File: config.mk
export PLATFORM = sky130hd
export DESIGN_NAME = shift_exec_unit_flat
export DESIGN_NICKNAME = d
export VERILOG_FILES = /design/src/rtl/shift_pkg.sv /design/src/rtl/shift_exec_unit_if.sv /design/src/rtl/bit_shift_right.sv /design/src/rtl/shift_exec_unit.sv /design/src/flat_wrapper.sv
export SDC_FILE = /design/constraint.sdc
export NUM_CORES = 1
export LEC_CHECK = 0
export CORE_ASPECT_RATIO = 0.8
export CORE_MARGIN = 10
export CORE_UTILIZATION = 40
export DETAILED_ROUTE_END_ITERATION = 8
export PLACE_DENSITY_LB_ADDON = 0.15
export REMOVE_ABC_BUFFERS = 1
export SLEW_MARGIN = 0
export SYNTH_ARGS = -nofsm -noshare
export SYNTH_HDL_FRONTEND = slang
export SYNTH_SLANG_ARGS = --single-unit
File: constraint.sdc
create_clock -name clk -period 4 [get_ports clk]
set_clock_uncertainty 0.15 [all_clocks]
set_input_delay 0.8 -clock clk [delete_from_list [all_inputs] [get_ports clk]]
set_output_delay 0.8 -clock clk [all_outputs]
set_load 0.02 [all_outputs]
File: src/rtl/shift_pkg.sv
// Shared definitions for the shift execution unit: op encodings, flag layout
// and tag width.
package shift_pkg;

   localparam int TAG_W = 4;
   localparam int CNT_W = 8;

   localparam int FLG_CF = 0;
   localparam int FLG_ZF = 1;
   localparam int FLG_SF = 2;
   localparam int FLG_OF = 3;

   typedef enum logic [1:0] {
      OP_SHL = 2'b00,
      OP_SHR = 2'b01,
      OP_SAR = 2'b10,
      OP_RSV = 2'b11
   } op_e;

   // Field order matches the {OF, SF, ZF, CF} bus layout and the FLG_* indices.
   typedef struct packed {
      logic of;
      logic sf;
      logic zf;
      logic cf;
   } flags_t;

endpackage

File: src/rtl/shift_exec_unit_if.sv
// Issue-side and writeback-side handshake bundle for the shift execution unit.
interface shift_exec_if #(
   parameter int WIDTH = 32
);
   import shift_pkg::*;

   logic                 in_valid;
   logic                 in_ready;
   logic [1:0]           in_op;
   logic [WIDTH-1:0]     in_data;
   logic [CNT_W-1:0]     in_cnt;
   logic [TAG_W-1:0]     in_tag;

   logic                 out_valid;
   logic                 out_ready;
   logic [WIDTH-1:0]     out_data;
   logic [TAG_W-1:0]     out_tag;
   logic [3:0]           out_flags;
   logic                 out_flag_we;

   modport master (
      output in_valid, in_op, in_data, in_cnt, in_tag, out_ready,
      input  in_ready, out_valid, out_data, out_tag, out_flags, out_flag_we
   );

   modport slave (
      input  in_valid, in_op, in_data, in_cnt, in_tag, out_ready,
      output in_ready, out_valid, out_data, out_tag, out_flags, out_flag_we
   );

endinterface

File: src/rtl/bit_shift_right.sv
// Logarithmic right barrel shifter with a programmable fill bit; stage s
// shifts by 2**s when amount bit s is set.
module bit_shift_right #(
   parameter int WIDTH = 32
) (
   input  logic [WIDTH-1:0]         i_data,
   input  logic [$clog2(WIDTH)-1:0] i_amt,
   input  logic                     i_sin,
   output logic [WIDTH-1:0]         o_data
);
   localparam int AMT_W = $clog2(WIDTH);

   for (genvar s = 0; s < AMT_W; s++) begin : g_stage
      localparam int SH = 1 << s;
      logic [WIDTH-1:0] w_prev;
      logic [WIDTH-1:0] w_out;

      if (s == 0) begin : g_first
         assign w_prev = i_data;
      end else begin : g_chain
         assign w_prev = g_stage[s-1].w_out;
      end

      assign w_out = i_amt[s] ? WIDTH'({{SH{i_sin}}, w_prev} >> SH) : w_prev;
   end

   assign o_data = g_stage[AMT_W-1].w_out;

endmodule

File: src/rtl/shift_exec_unit.sv
// Two-stage SHL/SHR/SAR execution unit: S1 captures the micro-op, S2 holds the
// result and x86-style flags. Left shifts reuse the right shifter via bit reversal.
module shift_exec_unit #(
   parameter int WIDTH = 32,
   parameter int AMT_W = $clog2(WIDTH)
) (
   input  logic         clk,
   input  logic         rst,
   shift_exec_if.slave  bus
);
   import shift_pkg::*;

   logic                 r_s1_valid;
   op_e                  r_s1_op;
   logic [WIDTH-1:0]     r_s1_data;
   logic [AMT_W-1:0]     r_s1_cnt;
   logic [TAG_W-1:0]     r_s1_tag;

   logic                 r_s2_valid;
   logic [WIDTH-1:0]     r_s2_data;
   logic [TAG_W-1:0]     r_s2_tag;
   flags_t               r_s2_flags;
   logic                 r_s2_flag_we;

   logic                 w_s2_adv;
   logic                 w_s1_adv;
   logic                 w_in_ready;
   logic                 w_accept;

   logic [WIDTH-1:0]     w_rev_in;
   logic [WIDTH-1:0]     w_sh_in;
   logic                 w_sin;
   logic [WIDTH-1:0]     w_sh_out;
   logic [WIDTH-1:0]     w_rev_out;
   logic [WIDTH-1:0]     w_result;
   logic [AMT_W-1:0]     w_shr_idx;
   logic [AMT_W-1:0]     w_shl_idx;
   logic                 w_is_shl;
   flags_t               w_flags;
   logic                 w_flag_we;
   logic [CNT_W-AMT_W-1:0] w_unused_cnt_hi;

   assign w_s2_adv   = !r_s2_valid || bus.out_ready;
   assign w_s1_adv   = r_s1_valid && w_s2_adv;
   assign w_in_ready = !r_s1_valid || w_s2_adv;
   assign w_accept   = bus.in_valid && w_in_ready;

   // Counts wrap by masking; the upper raw count bits are intentionally ignored.
   assign w_unused_cnt_hi = bus.in_cnt[CNT_W-1:AMT_W];

   assign w_is_shl = (r_s1_op == OP_SHL);
   assign w_sin    = (r_s1_op == OP_SAR) ? r_s1_data[WIDTH-1] : 1'b0;
   assign w_sh_in  = w_is_shl ? w_rev_in : r_s1_data;

   // NOTE: every always_comb output gets a default first so no latch is inferred.
   always_comb begin
      w_rev_in  = '0;
      w_rev_out = '0;
      for (int i = 0; i < WIDTH; i++) begin
         w_rev_in[i]  = r_s1_data[WIDTH-1-i];
         w_rev_out[i] = w_sh_out[WIDTH-1-i];
      end
   end

   bit_shift_right #(
      .WIDTH (WIDTH)
   ) u_shr (
      .i_data (w_sh_in),
      .i_amt  (r_s1_cnt),
      .i_sin  (w_sin),
      .o_data (w_sh_out)
   );

   assign w_result  = w_is_shl ? w_rev_out : w_sh_out;

   // Last bit shifted out: data[cnt-1] going right, data[WIDTH-cnt] going left.
   assign w_shr_idx = r_s1_cnt - AMT_W'(1);
   assign w_shl_idx = AMT_W'(0) - r_s1_cnt;

   always_comb begin
      w_flags   = '0;
      w_flag_we = 1'b0;
      if (r_s1_cnt != '0) begin
         w_flag_we = 1'b1;
         unique case (r_s1_op)
            OP_SHL: begin
               w_flags.cf = r_s1_data[w_shl_idx];
               w_flags.of = (r_s1_cnt == AMT_W'(1)) ? (w_result[WIDTH-1] ^ w_flags.cf) : 1'b0;
            end
            OP_SAR: begin
               w_flags.cf = r_s1_data[w_shr_idx];
               w_flags.of = 1'b0;
            end
            default: begin
               w_flags.cf = r_s1_data[w_shr_idx];
               w_flags.of = (r_s1_cnt == AMT_W'(1)) ? r_s1_data[WIDTH-1] : 1'b0;
            end
         endcase
         w_flags.zf = (w_result == '0);
         w_flags.sf = w_result[WIDTH-1];
      end
   end

   // NOTE: sequential state uses non-blocking assignments so both stages update
   // from pre-edge values and the pipeline shifts cleanly.
   always_ff @(posedge clk or posedge rst) begin
      if (rst) begin
         // NOTE: payload registers are reset too, because out_data/out_tag/out_flags
         // are architecturally visible as zero while idle after reset.
         r_s1_valid   <= 1'b0;
         r_s1_op      <= OP_SHL;
         r_s1_data    <= '0;
         r_s1_cnt     <= '0;
         r_s1_tag     <= '0;
         r_s2_valid   <= 1'b0;
         r_s2_data    <= '0;
         r_s2_tag     <= '0;
         r_s2_flags   <= '0;
         r_s2_flag_we <= 1'b0;
      end else begin
         if (w_in_ready) begin
            r_s1_valid <= bus.in_valid;
         end
         if (w_accept) begin
            r_s1_op   <= op_e'(bus.in_op);
            r_s1_data <= bus.in_data;
            r_s1_cnt  <= bus.in_cnt[AMT_W-1:0];
            r_s1_tag  <= bus.in_tag;
         end
         if (w_s2_adv) begin
            r_s2_valid <= r_s1_valid;
         end
         if (w_s1_adv) begin
            r_s2_data    <= w_result;
            r_s2_tag     <= r_s1_tag;
            r_s2_flags   <= w_flags;
            r_s2_flag_we <= w_flag_we;
         end
      end
   end

   assign bus.in_ready    = w_in_ready;
   assign bus.out_valid   = r_s2_valid;
   assign bus.out_data    = r_s2_data;
   assign bus.out_tag     = r_s2_tag;
   assign bus.out_flags   = r_s2_flags;
   assign bus.out_flag_we = r_s2_flag_we;

endmodule

File: src/flat_wrapper.sv
// flat-port wrapper written by rule: the top's interface ports become plain ports
module shift_exec_unit_flat import shift_pkg::*;
#(
   parameter int WIDTH = 32,
   parameter int AMT_W = $clog2(WIDTH)
)
  (clk, rst, bus_in_valid, bus_in_op, bus_in_data, bus_in_cnt, bus_in_tag, bus_out_ready, bus_in_ready, bus_out_valid, bus_out_data, bus_out_tag, bus_out_flags, bus_out_flag_we);
  shift_exec_if #(.WIDTH(WIDTH)) bus_i ();
  input  logic clk;
  input  logic rst;
  input wire logic [$bits(bus_i.in_valid)-1:0] bus_in_valid;
  input wire logic [$bits(bus_i.in_op)-1:0] bus_in_op;
  input wire logic [$bits(bus_i.in_data)-1:0] bus_in_data;
  input wire logic [$bits(bus_i.in_cnt)-1:0] bus_in_cnt;
  input wire logic [$bits(bus_i.in_tag)-1:0] bus_in_tag;
  input wire logic [$bits(bus_i.out_ready)-1:0] bus_out_ready;
  output wire logic [$bits(bus_i.in_ready)-1:0] bus_in_ready;
  output wire logic [$bits(bus_i.out_valid)-1:0] bus_out_valid;
  output wire logic [$bits(bus_i.out_data)-1:0] bus_out_data;
  output wire logic [$bits(bus_i.out_tag)-1:0] bus_out_tag;
  output wire logic [$bits(bus_i.out_flags)-1:0] bus_out_flags;
  output wire logic [$bits(bus_i.out_flag_we)-1:0] bus_out_flag_we;
  assign bus_i.in_valid = bus_in_valid;
  assign bus_i.in_op = bus_in_op;
  assign bus_i.in_data = bus_in_data;
  assign bus_i.in_cnt = bus_in_cnt;
  assign bus_i.in_tag = bus_in_tag;
  assign bus_i.out_ready = bus_out_ready;
  assign bus_in_ready = bus_i.in_ready;
  assign bus_out_valid = bus_i.out_valid;
  assign bus_out_data = bus_i.out_data;
  assign bus_out_tag = bus_i.out_tag;
  assign bus_out_flags = bus_i.out_flags;
  assign bus_out_flag_we = bus_i.out_flag_we;
  shift_exec_unit #(.WIDTH(WIDTH), .AMT_W(AMT_W)) u_core (.clk(clk), .rst(rst), .bus(bus_i));
endmodule
Yosys cells after proc, flatten, opt, wreduce, memory -nomap -nowiden
Cells that the tools add are included.
Storage, ports and cells
  output and inout port bits: 43
  bits of input ports: 50
  logic and storage cells: 47
  flip-flop bits (word level): 86
Operators by class
  add/subtract/negate cells: 2
  magnitude comparators: 2
  muxes and demuxes: 18
  reduce and logical (&&, ||, !) cells: 9
  bitwise gates (word level): 1
  equal/unequal tests: 2
Operators by type and width (number)
  $mux 32: 7
  $logic_not 32->1: 1
  $lt 5x6->1 const B: 2
  $bmux 1 s5: 2
  $mux 1: 7
  $eq 5x1->1 const B: 1
  $reduce_bool 5->1: 1
  $sub 1x5->5 const A: 1
  $sub 5x1->5 const B: 1
  $mux 4: 1
  $eq 2x2->1 const B: 1
  $logic_and 1x1->1: 2
  $logic_not 1->1: 2
  $logic_not 2->1: 1
  $logic_or 1x1->1: 2
  $pmux 1 s2: 1
  $xor 1x1->1: 1

Longest topological paths before layout
  word-level depth: 12
  gate-level depth with buffers: 13
  depth with buffers taken out: 11

Cells and area by module
From an unflattened synthesis, not the netlist that was laid out.
Second synthesis, totals
  cells, all modules: 621
  area, all modules: 6795.3 µm²
By module, submodules not included
  shift_exec_unit: area an instance 4709.5 µm², times used 1, cells each 393, sequential area each 2152.1 µm²
  bit_shift_right: area an instance 2085.8 µm², times used 1, cells each 228, sequential area each 0.0 µm²

Worst setup path before layout
Ideal clock, no wire load.
  path kind: register -> register
  start point: register u_core.r_s1_cnt[1]
  end point: register u_core.r_s2_flags, in the netlist u_core.bus.out_flags[3]
  clock period less this slack: 3.346 ns
  slack: 0.654 ns
  arrival: 3.100 ns
  cell stages (with the launch flop): 13
  data required time: 3.755 ns
  buffers on the path: 4
  setup time: 0.095 ns
  path through: dfrtp_1 buf_6 inv_1 clkbuf_1 ha_1 buf_1 clkbuf_1 mux4_2 mux4_2 mux2i_1 xor2_1 a22oi_1 o31ai_1
Between the ends
  longest elaborated chain between the ends: 9
  elaborated cells on any way between the ends: 15
  those cells by class: add/sub (1); eq/ne (1); mux (11); bitwise (1); reduce/logical (1)
RTL lines
  from (decl): line shift_exec_unit.sv:16  | logic [AMT_W-1:0] r_s1_cnt;
  from (signal assigned): line shift_exec_unit.sv:127  | r_s1_cnt <= bus.in_cnt[AMT_W-1:0];
  parallel branches: the longest is 8 deep, another holds $sub 1x5->5
  $mux 4 (*): line shift_exec_unit.sv:83  | if (r_s1_cnt != '0) begin
  to (signal assigned): line shift_exec_unit.sv:136  | r_s2_flags <= w_flags;
  to (decl): line shift_exec_unit.sv:22  | flags_t r_s2_flags;
Mark *: on every way between the ends. The select of a mux whose other input is x is not followed.
A chain may end at the register's enable or synchronous reset.

Final worst setup path
  start point: register u_core.r_s1_cnt[1]
  end point: register u_core.r_s2_flags, in the netlist u_core.bus.out_flags[1]
Between the ends
  longest elaborated chain between the ends: 7
  elaborated cells on any way between the ends: 8
  those cells by class: mux (6); reduce/logical (2)
RTL lines
  $mux 32 (4 in a row): line bit_shift_right.sv:24  | assign w_out = i_amt[s] ? WIDTH'({{SH{i_sin}}, w_prev} >> SH) : w_prev;
  $mux 32: line shift_exec_unit.sv:74  | assign w_result = w_is_shl ? w_rev_out : w_sh_out;
  $logic_not 32->1: line shift_exec_unit.sv:99  | w_flags.zf = (w_result == '0);
  $mux 4 (*): line shift_exec_unit.sv:83
Every way passes the cells marked *; elsewhere a longest branch is shown, timed or not.

==> flow_summary_export.csv <==
group,metric,value,unit
logic_synthesis,synth.distinct_cells,75,
cts,cts_sinks,86,
floorplanning,num_io_pins,93,
critical_path,timing.rr.end,"u_core.bus.out_flags[1]$_DFFE_PP0P_",
timing,finalSetupViolations,0,
cts,clock_path_buffers,2,
critical_path,startpoint_type,"flip-flop",
route,vias,7072,
flow_run,max_cap_viol_count,0,
logic_synthesis,syn-cell-area,7410,um2
status,outcome,"completed",
critical_path,critical_path_buf_inv_count,2,
critical_path,path_common_cell,"mux2i_1",
cts,htreeDepth,3,
pwr,p_clk_frac,0.167,
route,drc_errors,0,
timing,hold_viol,0,
pwr,ir_worst_vdd,260,uV
critical_path,cp_max_fo,41,
timing,rsz0062_at_grt,"no",
place,gp_congestion,0.976,
logic_synthesis,synth_edf_count,0,
pwr,power_density,552,nW/um2
logic_synthesis,synth.avg_cell_area,9.85,um2
cells_and_area,drive_above_1_share,0.252,
timing,tightest_slew,974,ps
floorplanning,chipWidth,172,um
critical_path,cpMaxStageDelayCell,"dfrtp_4",
critical_path,reg2reg_depth,10,
timing,drv_slew,0,
cts,post_cts_buffers,0,
logic_synthesis,ys.flop_type,"dfrtp_1",
place,dp_cells,1066,
pwr,intPower,0.00283,W
place,dp_hpwl,21.5,mm
grt,grt_overflow,0,
timing,finalCriticalPeriod,3990,ps
logic_synthesis,yosys_warnings,0,
cts,clkLatencyLatePin,360,ps
critical_path,rrSetupSlack,10,ps
pwr,p_sw_frac,0.436,
floorplanning,core,18200,um2
place,pre_cts_ws,125,ps
pwr,combPwrFrac,0.570,
critical_path,cp.arrival,4140,ps
grt,grt_antenna_before_repair,0,
route,wire_per_inst,26.1,um
cts,cts_buffers,9,
floorplanning,start_util,0.408,
logic_synthesis,synth-seq-area-share,0.290,
timing,max_slew_margin,0.348,
critical_path,crit_path_end,"u_core.bus.out_flags[1]$_DFFE_PP0P_",
grt,grt_pass1_vias,6977,
timing,max_freq,251,MHz
critical_path,crit_start,"u_core.r_s1_cnt[1]$_DFFE_PP0P_",
cts,clkTransAtPathRegs,70,ps
critical_path,path_class,"reg -> reg",
worst_hold_path,hold_path.class,"reg -> reg",
grt,grt_pass1_wl,43.4,mm
route,drt_iter0_markers,776,
route,avgViaCountPerCell,6.54,
cells_and_area,nets,900,
place,numPortBuffers,89,
route,ant_nets,0,
grt,grt_max_degree,56,
cells_and_area,instances_no_fill,1082,
pwr,p_switching,0.00219,W
critical_path,cp.required,4150,ps
critical_path,cp_cell_sequence,"buf_12, mux2i_1, mux2i_1, mux2_2, a22oi_1, a21oi_1, or4b_1, nor4_1, buf_4, a41o_1",
logic_synthesis,synth_seq_cells,86,
cts,cts_tree,"done",
critical_path,max_stage_delay,570,ps
worst_hold_path,holdPathStages,1,
timing,finalWorstSetupSlack,9.68,ps
pwr,p_leak,3.67,nW
logic_synthesis,synthArstFlopShare,1.00,
cts,cts_root_buf,"clkbuf_16",
critical_path,cp_num_cells,10,
floorplanning,rows,44,
critical_path,r2r_start,"u_core.r_s1_cnt[1]$_DFFE_PP0P_",
critical_path,cp-end-kind,"flip-flop",
logic_synthesis,syn_inst,753,
floorplanning,dieArea,24400,um2
route,wl,28.2,mm
grt,track_usage,0.231,
route,firstDrtPassIters,7,
floorplanning,die_y,142,um
pwr,power_frac_seq,0.264,
cells_and_area,syn_to_final_growth,22.8,%
cells_and_area,antennaDiodeCount,0,
timing,finalCritPeriodShare,0.998,
critical_path,path_delay_family,"multiplexers",
-- registers in the layout, summed over array words and instances, names as in the netlist, 2 cells and up --
name and flops:
u_core.bus.out_flags 4, u_core.bus.out_tag 4, u_core.r_s1_data 32, u_core.r_s1_op 2, u_core.r_s1_cnt 5, u_core.bus.out_data 32, u_core.r_s1_tag 4
-- cell usage in the layout (no fill, tap or decap), drive strengths merged, types with 15 or more instances in the layout --
master         instances
a211oi                15
a21oi                 31
a22oi                 22
buf                   65
clkdlybuf4s50         89
dfrtp                 86
mux2                  68
mux2i                 62
mux4                  46
nand2                 72
nand3                 16
nor2                  50
o21ai                 34
-- through the flow --
stage / area (um2) / util / power [W] / hold WS (ps) / TNS (ps)
CTS: 9100 / 0.501 / 0.00502 / 332 / 0
finish: 9110 / 0.501 / 0.00502 / 327 / 0
detailed placement: 8810 / 0.485 / 0.00415 / 317 / 0
global placement: 8810 / 0.485 / 0.00412 / 309 / 0
global route: 9110 / 0.501 / 0.00530 / 347 / 0
floorplan: 7090 / - / 0.00295 / 297 / -18590
-- layer usage --
layer  vias up  part of all wire  wire length [um]  track usage
met3        34             0.090              2530       0.0607
met2       372              0.44             12400        0.344
met4         0             0.014               385       0.0521
met5         -                 0                 0            0
met1      3553              0.46             12900        0.328
li1       3113                 -                 -            -
-- synthesized netlist by cell type, types with 6 or more instances --
library cell / count / share of area
a32oi_1: 6 / 0.0071
a211oi_1: 15 / 0.015
nand3_1: 16 / 0.011
dfrtp_1: 86 / 0.29
a21oi_1: 31 / 0.021
o221ai_1: 8 / 0.0095
inv_1: 8 / 0.0041
a21o_1: 9 / 0.0091
nor3_1: 12 / 0.0081
mux4_2: 46 / 0.14
o21ai_0: 34 / 0.023
mux2_2: 66 / 0.10
nand2_1: 72 / 0.036
o21a_1: 8 / 0.0081
nor2_1: 50 / 0.025
a31oi_1: 7 / 0.0059
a22oi_1: 21 / 0.021
clkbuf_1: 43 / 0.022
and2_1: 7 / 0.0059
buf_1: 7 / 0.0035
mux2i_1: 62 / 0.084
buf_2: 16 / 0.011
o22ai_1: 6 / 0.0051
a2111oi_0: 7 / 0.0083
-- how the worst min path moves through the flow --
stage,from,endpoint
after floorplan,u_core.r_s1_valid$_DFFE_PP0N_,u_core.bus.out_valid$_DFFE_PP0P_
after global placement,u_core.bus.out_flag_we$_DFFE_PP0P_,u_core.bus.out_flag_we$_DFFE_PP0P_
after detailed placement,u_core.bus.out_flag_we$_DFFE_PP0P_,u_core.bus.out_flag_we$_DFFE_PP0P_
after CTS,u_core.bus.out_flag_we$_DFFE_PP0P_,u_core.bus.out_flag_we$_DFFE_PP0P_
after global routing,u_core.bus.out_data[25]$_DFFE_PP0P_,u_core.bus.out_data[25]$_DFFE_PP0P_
final,u_core.bus.out_data[5]$_DFFE_PP0P_,u_core.bus.out_data[5]$_DFFE_PP0P_
-- power by group through the flow --
stage	Sequential, W	Clock (W)	Combinational (W)
after floorplan	0.00152	0	0.00143
after global placement	0.00132	0	0.00281
after detailed placement	0.00133	0	0.00282
after CTS	0.00132	0.000867	0.00283
after global routing	0.00136	0.000899	0.00304
final	0.00132	0.000838	0.00286
-- cells by family (layout without fill, tap and decap cells) --
kind of cell / count (synthesis) / in the layout / synth area share
compound gates: 204 / 204 / 0.195
xor+xnor: 4 / 4 / 0.00473
fa+ha+maj: 3 / 3 / 0.00506
buf+inv: 81 / 180 / 0.0483
flops: 86 / 86 / 0.290
mux: 176 / 176 / 0.327
simple gates: 199 / 199 / 0.129
-- area by class of cell --
cell class	count	area [um2]
Clock buffer	12	256
Clock inverter	4	31.3
Fill cell	1705	9060
Inverter	10	38.8
Multi-Input combinational cell	586	4920
Sequential cell	86	2160
Tap cell	230	288
Timing Repair Buffer	154	1420
-- timing repair --
item                                    in CTS  in global routing
gates resized for setup                      0                  2
endpoints found under the setup margin       0                  1
hold buffers                                 0                  0
(Power assumes the default switching activity.)
